==> src/rtl/snow64_instr_encoder.sv <==
// Snow64 instruction encoder: validates decoded fields, packs them into the
// 32-bit per-group word, and queues {word, err} in a DEPTH-entry FIFO.
module snow64_instr_encoder #(
  parameter int DEPTH = 4
) (
  input  logic        clk,
  input  logic        rst,
  input  logic        in_valid,
  output logic        in_ready,
  input  logic [2:0]  in_group,
  input  logic        in_op_type,
  input  logic [3:0]  in_ra_index,
  input  logic [3:0]  in_rb_index,
  input  logic [3:0]  in_rc_index,
  input  logic [3:0]  in_oper,
  input  logic [63:0] in_imm,
  output logic        out_valid,
  input  logic        out_ready,
  output logic [31:0] out_instr,
  output logic [1:0]  out_err
);

  localparam int PW = (DEPTH > 1) ? $clog2(DEPTH) : 1;
  localparam int CW = $clog2(DEPTH + 1);

  typedef enum logic [1:0] {
    ERR_OK   = 2'd0,
    ERR_GRP  = 2'd1,
    ERR_OPER = 2'd2,
    ERR_IMM  = 2'd3
  } err_e;

  typedef struct packed {
    logic [31:0] instr;
    err_e        err;
  } entry_t;

  entry_t          enc;
  entry_t          mem_q [DEPTH];
  logic [PW-1:0]   wr_q, wr_d, rd_q, rd_d;
  logic [CW-1:0]   count_q, count_d;
  logic            push, pop;

  // Immediate fits signed N bits when everything from bit N-1 up is a copy
  // of the sign.
  logic imm_fit12, imm_fit16, imm_fit20;
  assign imm_fit12 = (&in_imm[63:11]) | ~(|in_imm[63:11]);
  assign imm_fit16 = (&in_imm[63:15]) | ~(|in_imm[63:15]);
  assign imm_fit20 = (&in_imm[63:19]) | ~(|in_imm[63:19]);

  always_comb begin
    enc = '{instr: 32'h0, err: ERR_OK};
    unique case (in_group)
      3'd0: begin
        if (in_oper >= 4'd13)   enc.err = ERR_OPER;
        else if (!imm_fit12)    enc.err = ERR_IMM;
        else enc.instr = {in_group, in_op_type, in_ra_index, in_rb_index,
                          in_rc_index, in_oper, in_imm[11:0]};
      end
      3'd1: begin
        if (in_oper >= 4'd12)   enc.err = ERR_OPER;
        else if (!imm_fit20)    enc.err = ERR_IMM;
        else enc.instr = {in_group, 1'b0, in_ra_index, in_oper, in_imm[19:0]};
      end
      3'd2, 3'd3: begin
        if (in_oper >= 4'd9)    enc.err = ERR_OPER;
        else if (!imm_fit12)    enc.err = ERR_IMM;
        else enc.instr = {in_group, 1'b0, in_ra_index, in_rb_index,
                          in_rc_index, in_oper, in_imm[11:0]};
      end
      3'd4: begin
        if (in_oper >= 4'd9)    enc.err = ERR_OPER;
        else if (!imm_fit16)    enc.err = ERR_IMM;
        else enc.instr = {in_group, in_op_type, in_ra_index, in_rb_index,
                          in_oper, in_imm[15:0]};
      end
      default: enc.err = ERR_GRP;
    endcase
  end

  // in_ready depends only on the registered count (and reset), never on
  // out_ready, so a pop while full frees the slot for the next cycle.
  assign in_ready  = !rst && (count_q != CW'(DEPTH));
  assign out_valid = (count_q != '0);
  assign push      = in_valid && in_ready;
  assign pop       = out_valid && out_ready;

  assign out_instr = out_valid ? mem_q[rd_q].instr : 32'h0;
  assign out_err   = out_valid ? mem_q[rd_q].err   : ERR_OK;

  always_comb begin
    wr_d    = push ? wr_q + PW'(1) : wr_q;
    rd_d    = pop  ? rd_q + PW'(1) : rd_q;
    count_d = count_q;
    if (push && !pop)      count_d = count_q + CW'(1);
    else if (pop && !push) count_d = count_q - CW'(1);
  end

  always_ff @(posedge clk) begin
    if (rst) begin
      wr_q    <= '0;
      rd_q    <= '0;
      count_q <= '0;
    end else begin
      wr_q    <= wr_d;
      rd_q    <= rd_d;
      count_q <= count_d;
    end
  end

  // Storage needs no reset: the head is masked whenever the FIFO is empty.
  always_ff @(posedge clk) begin
    if (push) mem_q[wr_q] <= enc;
  end

endmodule
==> config.mk <==
export PLATFORM = sky130hd
export DESIGN_NAME = snow64_instr_encoder
export DESIGN_NICKNAME = d
export VERILOG_FILES = /design/src/rtl/snow64_instr_encoder.sv
export SDC_FILE = /design/constraint.sdc
export NUM_CORES = 1
export LEC_CHECK = 0
export ABC_AREA = 1
export BUFFER_PORTS_ARGS = -buffer_cell sky130_fd_sc_hd__buf_2
export CORE_MARGIN = 5
export CORE_UTILIZATION = 50
export DETAILED_ROUTE_END_ITERATION = 6
export PLACE_DENSITY = 0.73
export SLEW_MARGIN = 20
export SYNTH_ARGS = -nofsm -noshare
export SYNTH_HDL_FRONTEND = slang
export SYNTH_SLANG_ARGS = --single-unit
==> constraint.sdc <==
create_clock -name clk -period 6.6 [get_ports clk]
set_clock_uncertainty 0.2 [all_clocks]
set_input_delay 0.66 -clock clk [delete_from_list [all_inputs] [get_ports clk]]
set_output_delay 0.66 -clock clk [all_outputs]
set_load 0.1 [all_outputs]
==> Yosys cells after proc, flatten, opt, wreduce, memory -nomap -nowiden <==
Memory sizes are Yosys's and may differ from the RTL's. A register that Yosys moved wholly into a read port is not among the register bits.
Index checks and enable logic that the tools add are counted.
{ "totals": {"elab_cells": 65, "output_inout_bits": 36, "ramBits": 136, "register_bits": 7, "input_bits": 88, "mem_count": 1} }
{ "mem_list": {"columns": ["name", "depth", "width", "read_ports", "rd_ports_with_merged_regs", "write_ports", "line", "rtl"], "rows": [
  ["mem_q", 4, 34, 1, 1, 1, "39", "entry_t mem_q [DEPTH];"]
]} }
{ "op_classes": {"bitwise": 6, "add_sub_neg": 4, "eq_ne": 5, "n_mux": 25, "n_reduce_logical": 18, "order_cmp": 3} }
{ "op_table": {"columns": ["op", "count"], "rows": [
  ["$mux 32", 9],
  ["$pmux 32 s4", 1],
  ["$reduce_and 53->1", 1],
  ["$reduce_or 53->1", 1],
  ["$reduce_and 49->1", 1],
  ["$reduce_or 49->1", 1],
  ["$reduce_and 45->1", 1],
  ["$reduce_or 45->1", 1],
  ["$mux 2", 10],
  ["$ge 4x4->1 const B", 3],
  ["$pmux 2 s4", 1],
  ["$eq 3x2->1 const B", 2],
  ["$mux 3", 2],
  ["$logic_and 1x1->1", 5],
  ["$add 2x1->2 const B", 2],
  ["$add 3x1->3 const B", 1],
  ["$eq 3x1->1 const B", 1],
  ["$eq 3x3->1 const B", 1],
  ["$logic_not 1->1", 3],
  ["$logic_not 3->1", 1],
  ["$ne 3x3->1 const B", 1],
  ["$not 1->1", 3],
  ["$or 1x1->1", 3],
  ["$reduce_bool 3->1", 1],
  ["other kinds (4)", 5]
]} }

==> Depth between registers and ports, before layout <==
Gate-level depths: netlist of the first run.
{ "depth": {"word_depth": 7, "ltp_mapped": 13, "depth_no_buf": 13} }

==> Worst setup path after synthesis of the first run <==
OpenSTA, ideal clock, no wires.
{ "synth_timing": {"path_kind": "in2reg", "startpoint": "input port rst", "endpoint": "memory mem_q[0][0] in the netlist's numbering (enable)", "t_arrival_ns": 4.498, "path_buffers": 1, "required_ns": 5.975, "path_slack_ns": 1.477, "setup_time_ns": 0.425, "stages": 4, "cell_sequence": "clkbuf_1 > a31oi_1 > nand2_1 > nor2_1"} }
{ "synth_via": {"elab_chain_cells": 5} }
{ "synth_rtl": {"columns": ["item", "line", "rtl"], "rows": [
  ["from (decl)", "7", "input logic rst,"],
  ["$logic_not 1->1", "83", "assign in_ready = !rst && (count_q != CW'(DEPTH));"],
  ["$logic_and 1x1->1", "83", null],
  ["via in_ready", "9", "output logic in_ready,"],
  ["$logic_and 1x1->1", "85", "assign push = in_valid && in_ready;"],
  ["$mux 1", "113", "if (push) mem_q[wr_q] <= enc;"],
  ["$mux 1 (not written as such)", "113", null],
  ["to (decl)", "39", null]
]} }
The timed path passes the listed nets, and every way through them passes these cells.

==> results of run 1 <==
cells in the mapped netlist:
cell type and number:
nor2_1 208, edfxtp_1 136, nand2_1 116, o21ai_0 76, inv_1 64, a21oi_1 38
nand3_1 24, clkbuf_1 21, nand2_2 12, dfxtp_1 9, inv_2 6, ha_1 5
nand2_4 4, nand4_1 4, buf_2 3, nor3b_1 3, a211oi_1 2, buf_1 2
nor3_1 2, nor3_2 2, a21boi_0 1, a21boi_2 1, a31oi_1 1, buf_12 1
clkinv_1 1, fa_1 1, nand3_4 1, nor2_2 1, o21a_1 1, o21bai_1 1
o22ai_1 1, or2_0 1
area by class of cell:
class	count	area, um^2
flip-flops and latches	145	4270
well taps	180	225
repair buffers	128	678
inverters	71	267
clock buffers	17	425
multi-input cells	506	2310
clock inverters	14	165
fillers	1162	5380
sequential cells by signal, summed over array words and instances (netlist names), named ones only:
name     count
mem_q      136
count_q      3
wr_q         2
rd_q         2
routing by layer:
metal | up-vias | track usage, %
met4 | 2 | 7.87
met5 | - | 0
met1 | 2450 | 24.9
li1 | 2722 | -
met2 | 217 | 33.2
met3 | 26 | 5.50
per-stage QoR:
| step | util, % | instance area [um^2] |
|---|---|---|
| floorplan | - | 6930 |
| global placement | 56.2 | 7710 |
| detailed placement | 56.2 | 7710 |
| CTS | 60.5 | 8300 |
| global route | 60.8 | 8340 |
| finish | 60.8 | 8340 |
final timing paths:
check / startpoint / slack, ns / cells past startpoint / to
worst min register to register: wr_q[0] / 0.32 / 2 / wr_q[0]
worst min-delay path: wr_q[0] / 0.32 / 2 / wr_q[0]
worst max-delay path: flip-flop / 2.80 / 5 / out_instr[22]
worst max register to register: count_q[0] / 3.96 / 11 / count_q[2]
kinds of logic after synthesis:
group | synth area share, %
simple gates | 22.6
flops | 61.5
compound gates | 9.12
buf+inv | 5.60
fa+ha+maj | 1.19
worst register-to-register path, delay by kind of cell (launching register included):
kind,cells,cell delay (ns)
simple gates,1,0.34
fa+ha+maj,2,0.53
buf+inv,3,0.35
flops,1,0.43
compound gates,5,0.74
power groups by stage:
stage	logic, uW	registers (uW)	clock network (uW)
2_1_floorplan	1340	1090	0
3_3_place_gp	1610	1090	0
3_5_place_dp	1620	1090	0
4_1_cts	1620	1070	958
5_1_grt	1700	1080	997
6_report	1620	1070	947
==> flow_summary.yaml, run 1 <==
timing:
  finalHoldViolCount: 0
  slew_headroom_pct: 30.2
  fin_crit_sh_pct: 57.6
  layout_setup_ws_ns: 2.80
  setup_viol: 0
  fin_setup_tns_ns: 0
  whs_ns: 0.316
  fmax_ghz: 0.263
  fin_crit_ns: 3.80
  grt_setup_unrepaired: "no"
  drv_slew: 0
  tightest_slew_ns: 1.04
route:
  post-route-drc-count: 0
  num_vias: 5417
  top_layer: "met5"
  wl_met1_mm: 6.67
  vias_per_cell: 5.11
  drt-initial-drc-count: 384
  routed_wl_mm: 16.0
  firstDrtPassIters: 5
  ant_nets: 0
  wl_met2_mm: 7.71
  routedWlPerCell_um: 15.1
  met3_wirelength_mm: 1.34
setup_path:
  arrival_ns: 2.94
  crit_buf_inv: 3
  cpPeakStageDelay_ns: 0.84
  crit_path_max_fanout: 69
  cp_slowest_cell: "inv_2"
  crit_path_start_kind: "flip-flop"
  end_kind: "primary output"
  crit_family: "buffers and inverters"
  path_cells: "buf_4, inv_2, o21ai_0, a21oi_1, buf_2"
  cp.required_ns: 5.74
  crit_type: "reg -> out"
logic_synthesis:
  yosysWarnings: 0
  ys_types: 32
  postSynthAreaPerCell_um2: 9.25
  synth_area_um2: 6930
  synth-seq-cells: 145
  synth-seq-area-share_pct: 61.5
  netlist_instances: 749
  yosysTopAreaCell: "edfxtp_1"
  synth_top_area_share_pct: 58.9
  syn-num-nets: 843
  synth_area_leaders: "edfxtp_1 59%, nor2_1 11%, nand2_1 6.3%"
cells_and_area:
  final_common_cell: "nor2_1"
  final_nets: 963
  layout_common_cells: "204 x nor2_1, 136 x edfxtp_1, 123 x buf_2, 116 x nand2_1, 76 x o21ai_0"
  drive_gt1_share_pct: 21.7
  antenna_cells: 0
  syn2layout_area_growth_pct: 20.3
  instances_no_fill: 1061
clock_network:
  cts.sink_count: 145
  ctsHoldBuffers: 0
  root_buffer: "clkbuf_16"
  cts_tree: "built"
  post-cts-setup-buffers: 0
  clkTransAtPathRegs_ns: 0.06
  clk_path_buf_depth: 2
  cts_buffers: 17
  htreeDepth: 4
  insertion_delay_ns: 0.41
  cts_resized: 0
outcome:
  status: "completed"
power_and_ir_drop:
  swShare_pct: 48.2
  power-per-cell-area_nw_per_um2: 436
  p_leak_uw: 0.00353
  p_switching_uw: 1750
  power_frac_clock_pct: 26.0
  power_frac_seq_pct: 29.5
  finalPower_uw: 3640
  power.internal_uw: 1890
  p_comb_share_pct: 44.4
  vdd.ir_drop.worst_mv: 0.237
global_routing:
  grt_overflow: 0
  antenna_found_initial: 1
  grt.total_usage_pct: 20.0
  grt_pass1_wl_mm: 25.4
  grt_start_max_net_pins: 70
  grt_pass1_vias: 5186
placement:
  gp_congestion: 0.887
  portBuffers: 123
  place_inst: 1028
  dp_slack_ns: 3.24
  place_hpwl_mm: 10.6
floorplan:
  num_rows: 43
  ioPinCount: 124
  core-area_um2: 13700
  chipWidth_um: 128
  die_y_um: 128
  start_util_pct: 50.5
  die_area_um2: 16300
hold_path:
  worst_hold_path_type: "reg -> reg"
flow_run:
  cap_violations: 0
Power figures use the tool's default switching activity.
==> inputs of run 2 (changes only) <==
- ABC_AREA: 1 -> 0
- clock period: 6.6 -> 3.7 ns (I/O delays scaled with it)
==> flow_summary.yaml, run 2 <==
flow_run:
  cap_violations: 0
hold_path:
  worst_hold_path_type: "in -> reg"
  hold_depth: 2
timing:
  slew_headroom_pct: 37.2
  finalHoldViolCount: 0
  fin_crit_ns: 2.64
  fin_setup_tns_ns: 0
  setup_viol: 0
  fin_crit_sh_pct: 71.5
  tightest_slew_ns: 0.942
  fmax_ghz: 0.378
  drv_slew: 0
  grt_setup_unrepaired: "no"
route:
  post-route-drc-count: 0
  ant_nets: 0
  num_vias: 4062
  drt-initial-drc-count: 284
  firstDrtPassIters: 6
  routedWlPerCell_um: 20.0
  routed_wl_mm: 13.9
  vias_per_cell: 5.82
global_routing:
  grt_pass1_vias: 4326
  grt_overflow: 0
  grt.total_usage_pct: 19.3
  grt_start_max_net_pins: 38
  antenna_found_initial: 0
  grt_pass1_wl_mm: 21.5
cells_and_area:
  regMostFlops: "mem_q"
  final_nets: 608
  final_common_cell: "edfxtp_1"
  multi_input_area_um2: 1970
  ff_latch_area_um2: 4270
  layout_common_cells: "136 x edfxtp_1, 123 x buf_2, 36 x and2_1, 34 x mux4_2, 19 x and3_1"
  top_regs: "mem_q: 136 flops, count_q: 3 flops"
  largest_reg_flops: 136
  syn2layout_area_growth_pct: 22.6
  fill_cells: 940
  drive_gt1_share_pct: 38.6
  antenna_cells: 0
clock_network:
  root_buffer: "clkbuf_16"
  cts_buffers: 17
  post-cts-setup-buffers: 0
  ctsHoldBuffers: 0
  cts_tree: "built"
  htreeDepth: 4
  clk_path_buf_depth: 2
  insertion_delay_ns: 0.41
  cts_resized: 0
  cts.sink_count: 145
  clkTransAtPathRegs_ns: 0.06
floorplan:
  die_area_um2: 15000
  num_rows: 41
  start_util_pct: 50.5
  chipWidth_um: 122
  core-area_um2: 12500
  ioPinCount: 124
  die_y_um: 122
setup_path:
  arrival_ns: 2.07
  end_kind: "primary output"
  crit_path_max_fanout: 34
  crit_path_start_kind: "flip-flop"
  cpPeakStageDelay_ns: 0.44
  cp_slowest_cell: "buf_4"
  crit_type: "reg -> out"
  rr_worst_depth: 9
  path_cells: "buf_4, mux4_2, and2_1, buf_2"
  cp.required_ns: 3.13
logic_synthesis:
  synth-main-ff-cell: "edfxtp_1"
  yosysWarnings: 0
  synthArstFlopShare_pct: 0
  synthMostInstantiatedCell: "edfxtp_1"
  synth_area_um2: 6320
  ys_types: 45
  synth-seq-area-share_pct: 67.4
  syn-num-nets: 479
  yosysTopAreaCell: "edfxtp_1"
  synth_top_area_share_pct: 64.6
  synth_edf_count: 136
  synth_common_cells: "136 x edfxtp_1, 36 x and2_1, 34 x mux4_2"
  synth-seq-cells: 145
  netlist_instances: 385
  synth_area_leaders: "edfxtp_1 65%, mux4_2 12%, and2_1 3.6%"
  postSynthAreaPerCell_um2: 16.4
placement:
  gp_congestion: 0.942
  place_hpwl_mm: 9.34
  portBuffers: 123
power_and_ir_drop:
  vdd.ir_drop.worst_mv: 0.318
  p_leak_uw: 0.00300
  power-per-cell-area_nw_per_um2: 777
  finalPower_uw: 6030
outcome:
  status: "completed"
run 2: cell count changes after synthesis, moves of 23 or more:
cell and change:
a21oi_1 -33, inv_1 -58, mux4_2 +34, nand2_1 -103
and2_1 +36, and3_1 +23, o21ai_0 -71, nor2_1 -195
run 2: area by class of cell:
| class | count | area share, % |
|---|---|---|
| Clock buffer | 19 | 5.58 |
| Multi-Input combinational cell | 216 | 25.4 |
| Tap cell | 172 | 2.78 |
| Timing Repair Buffer | 128 | 8.59 |
| Clock inverter | 12 | 2.37 |
| Inverter | 6 | 0.291 |
| Sequential cell | 145 | 55.0 |
run 2: critical path: cells and delay by family (launching register included):
| kind | cells | cell delay (ns) |
|---|---|---|
| multiplexers | 1 | 0.29 |
| buffers and inverters | 2 | 0.88 |
| AND/OR/NAND/NOR | 1 | 0.16 |
| flip-flops | 1 | 0.31 |
run 2: final timing paths:
path / start / end / slack, ns
worst min register to register: count_q[2] / count_q[2] / 0.34
worst max-delay path: flip-flop / out_instr[12] / 1.06
worst max register to register: count_q[1] / count_q[2] / 1.10
worst min-delay path: rst / count_q[2] / 0.06
run 2: cell families (layout without fill, tap and decap cells):
group / count (synthesis) / count (layout) / synth area share, %
adder cells (fa/ha/maj): 7 / 7 / 1.46
AO/OA/AOI/OAI: 35 / 35 / 4.29
AND/OR/NAND/NOR: 134 / 134 / 12.3
flip-flops: 145 / 145 / 67.4
multiplexers: 35 / 35 / 12.3
XOR/XNOR: 5 / 5 / 0.693
buffers and inverters: 24 / 165 / 1.58
run 2: routing by layer:
metal / share of wire, % / wire (um) / GRT usage [%]
met5: 0 / 0 / 0
met4: 2.2 / 309 / 8.33
met3: 7.0 / 978 / 4.65
met2: 51 / 7120 / 33.4
met1: 40 / 5540 / 23.1
run 2: through the flow:
stage | worst slack (ns) | util (%) | instances | cell area (um^2) | hold slack, ns
4_1_cts | 1.01 | 61.9 | 698 | 7750 | 0.0509
5_1_grt | 0.943 | 61.9 | 698 | 7750 | 0.0667
2_1_floorplan | 0.389 | - | 385 | 6330 | 0.278
3_5_place_dp | 0.750 | 57.0 | 667 | 7140 | 0.324
3_3_place_gp | 0.835 | 57.0 | 667 | 7140 | 0.290
6_report | 1.06 | 61.9 | 698 | 7750 | 0.0633
run 2: where the power goes:
group	switching [uW]	total [uW]	internal, uW
Clock	639	1770	1130
Sequential	39.9	1920	1880
Combinational	1770	2340	567
Total	2450	6030	3580
==> inputs of run 3 (changes only) <==
- ABC_AREA: 0 -> 1
- clock period: 3.7 -> 2.6 ns (I/O delays scaled with it)
==> flow_summary.yaml, run 3 (synthesized netlist as in run 1, its figures left out) <==
placement:
  portBuffers: 123
  place_inst: 1035
  place_hpwl_mm: 10.7
  detailed_place.area_um2: 8500
  gp_congestion: 0.909
cells_and_area:
  instances_no_fill: 1079
  antenna_cells: 0
  largest_reg_flops: 136
  fill_cells: 1088
  drive_gt1_share_pct: 26.3
  layout_common_cells: "204 x nor2_1, 136 x edfxtp_1, 115 x nand2_1, 89 x buf_2, 75 x o21ai_0"
  syn2layout_area_growth_pct: 32.8
  top_regs: "mem_q: 136 flops, count_q: 3 flops"
  fin_area_um2: 9200
  final_nets: 981
  final_common_cell: "nor2_1"
  regMostFlops: "mem_q"
  utilization_pct: 67.1
floorplan:
  start_util_pct: 50.5
  die_area_um2: 16300
  core-area_um2: 13700
  num_rows: 43
  ioPinCount: 124
  chipWidth_um: 128
  die_y_um: 128
setup_path:
  cp.required_ns: 2.14
  end_kind: "primary output"
  crit_path_max_fanout: 29
  worst-r2r-setup-slack_ns: 0.36
  rr_worst_depth: 11
  crit_path_start_kind: "flip-flop"
  reg2reg_from: "count_q[1]"
  arrival_ns: 2.02
  crit_type: "reg -> out"
route:
  met3_wirelength_mm: 1.15
  top_layer: "met4"
  wl_met2_mm: 8.08
  ant_nets: 0
  post-route-drc-count: 0
  vias_per_cell: 5.13
  routedWlPerCell_um: 15.0
  drt-initial-drc-count: 356
  routed_wl_mm: 16.2
  num_vias: 5539
  firstDrtPassIters: 5
  wl_met1_mm: 6.78
global_routing:
  grt_pass1_wl_mm: 25.7
  grt.total_usage_pct: 20.1
  grt_pass1_vias: 5434
  grt_overflow: 0
  grt_start_max_net_pins: 51
  antenna_found_initial: 0
timing:
  finalHoldViolCount: 0
  fin_setup_tns_ns: 0
  grt_setup_unrepaired: "no"
  fmax_ghz: 0.403
  setup_viol: 0
  drv_slew: 0
  fin_crit_sh_pct: 95.4
  slew_headroom_pct: 55.2
  fin_crit_ns: 2.48
  tightest_slew_ns: 0.672
clock_network:
  insertion_delay_ns: 0.41
  cts.sink_count: 145
  htreeDepth: 4
  post-cts-setup-buffers: 0
  cts_buffers: 17
  clkTransAtPathRegs_ns: 0.06
  root_buffer: "clkbuf_16"
  cts_tree: "built"
  clk_path_buf_depth: 2
outcome:
  status: "completed"
power_and_ir_drop:
  vdd.ir_drop.worst_mv: 0.623
  power-per-cell-area_nw_per_um2: 1160
  p_leak_uw: 0.00377
  finalPower_uw: 10600
flow_run:
  cap_violations: 0
hold_path:
  hold_depth: 3
  min-delay-start: "in_rc_index[2]"
  worst_hold_path_type: "in -> reg"
==> run 3: cell count changes in the layout (fill, tap and decap cells not counted), moves of 13 or more <==
cell / before / now
a21oi_2: 1 / 34
and2_1: 36 / 0
and3_1: 19 / 0
buf_12: 1 / 40
buf_2: 123 / 89
dlygate4sd3_1: 0 / 13
inv_1: 6 / 61
mux4_2: 34 / 0
nand2_1: 13 / 115
nand3_1: 4 / 24
nor2_1: 13 / 204
nor4_1: 17 / 0
o21ai_0: 4 / 75
==> run 3: critical path, cell delays in order (launching register included) <==
cell and delay [ns]:
dfxtp_1 0.33, clkinv_1 0.27, buf_12 0.29, nor2_1 0.11, o21ai_0 0.12, a21oi_2 0.27
buf_12 0.21
==> run 3: power by group <==
group,switching (uW),internal (uW)
Clock,901,1410
Sequential,66.1,2670
Combinational,3870,1730
==> run 3: worst paths after layout <==
path,end
min reg2reg,wr_q[0]
max reg2reg,count_q[2]
max,out_instr[11]
min,mem_q[3][20]
==> run 3: cell type report <==
cell class                 instances  area (um^2)  area share, %
sequential                       145         4270           46.4
multi-input combinational        506         2470           26.8
timing repair buffer             146         1410           15.3
clock buffer                      18          429           4.66
inverter                          71          267           2.90
tap                              180          225           2.45
clock inverter                    13          138           1.50
==> run 3: timing repair <==
action / CTS / global route
hold endpoints to repair: 55 / 0
resized for setup: 0 / 1
setup endpoints to repair: 0 / 6
hold buffers: 13 / 0
==> run 3: per-stage QoR <==
stage / hold slack [ns] / setup WS, ns
2_1_floorplan: 0.253 / -0.154
3_3_place_gp: 0.303 / 0.503
3_5_place_dp: 0.320 / 0.344
4_1_cts: 0.0108 / 0.0596
5_1_grt: 0.0176 / 0.0354
6_report: 0.0149 / 0.119
==> run 3: layer usage <==
layer  up-vias  GRT usage [%]
li1       2750              -
met1      2594           24.6
met2       176           35.0
met3        19           5.04
met4         0           6.62
met5         -              0
